===== src/rtl/fb_scanout.sv =====
// fb_scanout: 640x480 VGA scanout of a 160x120 1-bit framebuffer, 4x4 replicated; FB_SCANOUT_CROSSHAIR_EN adds a zoom-centre crosshair
module fb_scanout #(
  parameter int H_ACTIVE = 640,
  parameter int H_FP = 16,
  parameter int H_SYNC = 96,
  parameter int H_BP = 48,
  parameter int V_ACTIVE = 480,
  parameter int V_FP = 10,
  parameter int V_SYNC = 2,
  parameter int V_BP = 33,
  parameter int FB_W = 160,
  parameter logic [7:0] FG_COLOR = 8'hFF,
  parameter logic [7:0] BG_COLOR = 8'h00
) (
  input  logic        clk,
  input  logic        rst_n,
  input  logic        pix_ce,
  output logic [18:0] read_addr,
  input  logic        read_data,
  output logic        hsync,
  output logic        vsync,
  output logic        de,
  output logic [7:0]  rgb,
  output logic        frame_start
);
  localparam int H_TOT = H_ACTIVE + H_FP + H_SYNC + H_BP;
  localparam int V_TOT = V_ACTIVE + V_FP + V_SYNC + V_BP;
  logic [9:0] hcnt, vcnt;
  logic active, hs_n, vs_n, active_d1, hs_d1, vs_d1;
  logic [7:0] color, pix;
  assign active = (hcnt < 10'(H_ACTIVE)) && (vcnt < 10'(V_ACTIVE));
  assign hs_n = !((hcnt >= 10'(H_ACTIVE + H_FP)) && (hcnt < 10'(H_ACTIVE + H_FP + H_SYNC)));
  assign vs_n = !((vcnt >= 10'(V_ACTIVE + V_FP)) && (vcnt < 10'(V_ACTIVE + V_FP + V_SYNC)));
  assign color = read_data ? FG_COLOR : BG_COLOR;
`ifdef FB_SCANOUT_CROSSHAIR_EN
  logic cross, cross_d1;
  assign cross = active && (hcnt[9:2] == 8'd80 || vcnt[9:2] == 8'd60);
  always_ff @(posedge clk)
    if (!rst_n) cross_d1 <= 1'b0;
    else if (pix_ce) cross_d1 <= cross;
  assign pix = color ^ {8{cross_d1}};
`else
  assign pix = color;
`endif
  always_ff @(posedge clk) begin
    if (!rst_n) begin
      hcnt <= '0;
      vcnt <= '0;
      read_addr <= '0;
      active_d1 <= 1'b0;
      hs_d1 <= 1'b1;
      vs_d1 <= 1'b1;
      de <= 1'b0;
      hsync <= 1'b1;
      vsync <= 1'b1;
      rgb <= '0;
      frame_start <= 1'b0;
    end else begin
      frame_start <= pix_ce && hcnt == '0 && vcnt == '0;
      if (pix_ce) begin
        hcnt <= (hcnt == 10'(H_TOT - 1)) ? '0 : hcnt + 10'd1;
        if (hcnt == 10'(H_TOT - 1)) vcnt <= (vcnt == 10'(V_TOT - 1)) ? '0 : vcnt + 10'd1;
        if (active) read_addr <= 19'(vcnt[9:2]) * 19'(FB_W) + 19'(hcnt[9:2]);
        active_d1 <= active;
        hs_d1 <= hs_n;
        vs_d1 <= vs_n;
        de <= active_d1;
        hsync <= hs_d1;
        vsync <= vs_d1;
        rgb <= active_d1 ? pix : 8'h00;
      end
    end
  end
endmodule

===== config.mk =====
export PLATFORM = sky130hd
export DESIGN_NAME = fb_scanout
export DESIGN_NICKNAME = d
export VERILOG_FILES = /design/src/rtl/fb_scanout.sv
export SDC_FILE = /design/constraint.sdc
export NUM_CORES = 1
export LEC_CHECK = 0
export ABC_CLOCK_PERIOD_IN_PS = 3800
export BUFFER_PORTS_ARGS = -buffer_cell sky130_fd_sc_hd__buf_4
export CAP_MARGIN = 20
export CORE_ASPECT_RATIO = 1.25
export CORE_MARGIN = 2
export CORE_UTILIZATION = 30
export CTS_CLUSTER_SIZE = 10
export DETAILED_ROUTE_END_ITERATION = 8
export GPL_ROUTABILITY_DRIVEN = 0
export PLACE_DENSITY = 0.51
export SYNTH_ARGS = -nofsm -noshare
export SYNTH_HDL_FRONTEND = slang
export SYNTH_SLANG_ARGS = --single-unit
export TNS_END_PERCENT = 20

===== constraint.sdc =====
create_clock -name clk -period 3.8 [get_ports clk]
set_clock_uncertainty 0.2 [all_clocks]
set_input_delay 0.38 -clock clk [delete_from_list [all_inputs] [get_ports clk]]
set_output_delay 0.38 -clock clk [all_outputs]
set_load 0.005 [all_outputs]

==> results.md <==
- Maximum clock insertion buffer count: 2
- Wire length of the first global-routing pass: between 9000 and 10000 um
- Number of global-route vias before repair: 1949
- Reg clk slew, reported paths: 0.08 ns
- Endpoint arrival time on the critical path: 3.13 ns
- Number of detailed-routing iterations run before antenna repair: 4
- Share of post-route cells with drive strength above 1: 0.147
- Port bufs: 32
- Cells along the critical path: ha_1 > ha_1 > fa_1 > a211oi_1 > nor2_1 > o311ai_0 > a21bo_2 > a31oi_1
- Proportion of power drawn by the clock network: 0.356
- Synth Cell Area: roughly 2600 sq um
- Placed cells: approximately 400
- Maximum number of pins on one net before global-route repair: 34
- Hpwl dp: between 4000 and 5000 um
- Cell area power density: 285 nW/um^2
- Depth of the worst hold-timing path: 3
- Root buffer cell: sky130_fd_sc_hd__clkbuf_8
- Most frequent cell on the critical path: sky130_fd_sc_hd__ha_1
- Cell with the largest stage delay on the worst path: sky130_fd_sc_hd__dfxtp_1
- Max-cap violation count: 0
- Outcome: complete, no violations
- Leakage power summed over all cells: approximately 1.2 nW
- Placement Rows: 37
- Critical Path End Type: flop
- Headroom to the max-slew limit: 0.545
- Relative contribution of sequential cells to total power: 0.586
- Cts bufs inserted: 5
- Final ANT Viol Nets: 0
- Type of the most critical hold path: primary input to flop
- Total Routing Usage GR: 0.126
- Die width: 86.5 um
- Drt drc: 0
- Standard cell core area: between 8000 and 9000 sq um
- Clk sink count: 45
- Least-Margin Pin Slew: a little under 0.7 ns
- Count of filler cells inserted in the layout: about 880
- Setup-failing EPs final: 0
- Main synth FF type: sky130_fd_sc_hd__dfxtp_1
- R2r worst-path depth: 8
- Resize count post-CTS: 0
- Total count of max-transition violations in the final report: 0
- Kind of critical path: flop to flop
- Number of antenna violations at the first check in global routing: 0
- # IOs: 35
- Register bank with the most flops: read_addr
- Buffer count from post-CTS setup fixing: 0
- Period Utilization, post-route: 0.815
- Area post-placement: ~2800 sq um
- Shortest period the worst path allows: ~3.1 ns
- Element type at the critical path start: flop
- Data required time at the worst endpoint: ~3.8 ns
- Nets: approximately 340
- Proportion of register bits with asynchronous set or reset after synthesis: 0
- Synth area leaders: sky130_fd_sc_hd__dfxtp_1, sky130_fd_sc_hd__ha_1, sky130_fd_sc_hd__nand2_1, sky130_fd_sc_hd__a21boi_0, sky130_fd_sc_hd__xnor2_1
- Core Util, Final: 0.352
- Effective utilization at floorplan: 0.310
- Synth unique cells: 47
- Final global-route overflow total: 0
- Overall Power: approximately 0.83 mW
- Antenna fix cells: 0
- CP peak stage delay: between 0.4 and 0.5 ns
- FF+latch count, synth: between 40 and 50
- Timing-limited maximum frequency: between 0.3 and 0.4 GHz
- Starting DRC count in detailed routing: 54
- Height of the die: ~110 um
- Fin Setup TNS: 0 ns
- Net switching power figure: 0.197 mW
- Area of the die: a little over 9000 sq um
- EDFF count, synth: 0
- Post-synthesis cell type with the largest combined area: sky130_fd_sc_hd__dfxtp_1
- Total length of routed wires: around 5400 um
- Syn_area_per_cell: 8.78 sq um
- Sequential cell area fraction in the yosys report: 0.353
- Flip-flop count of the largest register, all copies and words added: 17
- Worst-Skew Late Latency: about 0.30 ns
- Cells after synthesis: slightly below 300
- RSZ-0062 raised after global routing: no
- Internal power: approximately 0.63 mW
- Post-route cell area: between 2000 and 3000 sq um
- TritonCTS clock tree: yes
- Biggest registers after layout: read_addr: 17 flops, hcnt: 10 flops, vcnt: 10 flops
- Count of endpoints failing hold in the final timing report: 0
- Combinational share of power: 0.058
- Routed wire length per instance: about 13 um
- Layout Cells excl Fill: slightly above 400
- Maximum resistive drop on vdd: about 0.12 mV
- Switching part of the total power: 0.238
- Peak fanout along the critical path: 9
- Signed area change from the synthesized netlist to the final layout: 13.5%
- Total vias in the final route: around 2000
- Yosys top cell area share: 0.353
- CTS HTree Levels: 2
- Number of buffers inserted for hold repair after clock tree synthesis: 0
- Average vias per placed instance: 4.96
- Count of synthesis-stage warnings from yosys: 0
## power by group through the flow
stage / Sequential, mW / Combinational [mW] / Clock (mW)
2_1_floorplan: 0.495 / 0.0336 / 0
3_3_place_gp: 0.496 / 0.0486 / 0
3_5_place_dp: 0.496 / 0.0488 / 0
4_1_cts: 0.485 / 0.0487 / 0.309
5_1_grt: 0.486 / 0.0543 / 0.329
6_report: 0.485 / 0.0476 / 0.295
## through the flow
| step | hold slack [ns] | setup slack, ns |
|---|---|---|
| floorplan | 0.240 | 1.01 |
| finish | 0.174 | 0.704 |
| CTS | 0.163 | 0.662 |
| global route | 0.174 | 0.450 |
| detailed placement | 0.258 | 0.658 |
| global placement | 0.254 | 0.732 |
## synthesized netlist by cell type (3+ instances only)
cell type / n
sky130_fd_sc_hd__and3_1: 8
sky130_fd_sc_hd__dfxtp_1: 45
sky130_fd_sc_hd__mux2i_1: 4
sky130_fd_sc_hd__nor4_1: 6
sky130_fd_sc_hd__inv_1: 10
sky130_fd_sc_hd__nand4_1: 9
sky130_fd_sc_hd__or3_1: 4
sky130_fd_sc_hd__nand2_1: 34
sky130_fd_sc_hd__buf_4: 9
sky130_fd_sc_hd__and2_1: 3
sky130_fd_sc_hd__o211a_1: 4
sky130_fd_sc_hd__nand3_1: 6
sky130_fd_sc_hd__xor2_1: 10
sky130_fd_sc_hd__nor3_1: 3
sky130_fd_sc_hd__o21ai_0: 13
sky130_fd_sc_hd__clkbuf_1: 6
sky130_fd_sc_hd__nand3b_1: 3
sky130_fd_sc_hd__a21boi_0: 13
sky130_fd_sc_hd__nor2b_1: 8
sky130_fd_sc_hd__nand2b_1: 5
sky130_fd_sc_hd__nor3b_1: 3
sky130_fd_sc_hd__xnor2_1: 11
sky130_fd_sc_hd__a21oi_1: 7
sky130_fd_sc_hd__nor2_1: 19
sky130_fd_sc_hd__ha_1: 19
## cell type report
| type | count | area (sq um) | share of cell area |
|---|---|---|---|
| tap | 97 | 121 | 0.0419 |
| inverter | 10 | 37.5 | 0.0129 |
| multi-input combinational | 218 | 1510 | 0.521 |
| clock buffer | 6 | 72.6 | 0.0250 |
| clock inverter | 2 | 15.0 | 0.00518 |
| timing repair buffer | 32 | 240 | 0.0829 |
| sequential | 45 | 901 | 0.311 |
## per-layer routing
layer	GRT usage	vias to the layer above	part of all wire
met2	0.210	30	0.50
li1	-	1053	-
met4	0.0525	0	0.018
met5	0	-	0
met3	0.0254	6	0.029
met1	0.157	945	0.46
## cell usage in the layout (no fill, tap or decap), types with 10 or more instances in the layout
cell type	instances
sky130_fd_sc_hd__xnor2_1	11
sky130_fd_sc_hd__a21boi_0	13
sky130_fd_sc_hd__dfxtp_1	45
sky130_fd_sc_hd__nor2_1	19
sky130_fd_sc_hd__o21ai_0	13
sky130_fd_sc_hd__xor2_1	10
sky130_fd_sc_hd__inv_1	10
sky130_fd_sc_hd__ha_1	19
sky130_fd_sc_hd__nand2_1	34
sky130_fd_sc_hd__buf_4	32
## final timing paths
| kind | endpoint | slack, ns | from |
|---|---|---|---|
| setup / recovery | read_addr[14]$_SDFFE_PN0P_ | 0.70 | vcnt[5]$_SDFFE_PN0P_ |
| hold / removal | rgb[6]$_SDFFE_PN0P_ | 0.17 | read_data |
| setup reg to reg | read_addr[14]$_SDFFE_PN0P_ | 0.70 | vcnt[5]$_SDFFE_PN0P_ |
| hold reg to reg | read_addr[1]$_SDFFE_PN0P_ | 0.26 | read_addr[1]$_SDFFE_PN0P_ |
## critical path, delay by kind of cell (launching register included)
family / cells / cell delay [ns]
adders and majority gates: 3 / 0.92
DFF: 1 / 0.48
and+or+nand+nor: 1 / 0.11
AOI/OAI and AO/OA: 4 / 1.31
## cell families (layout without fill, tap and decap cells)
kind of cell	Yosys count	count (layout)	synth area share
and+or+nand+nor	118	118	0.248
AOI/OAI and AO/OA	52	52	0.144
DFF	45	45	0.353
buffers and inverters	29	50	0.0568
adders and majority gates	21	21	0.109
xor gates and xnor gates	21	21	0.0720
muxes	4	4	0.0157
other	1	2	0.00147
No activity file was read; power rests on OpenSTA's default activity.
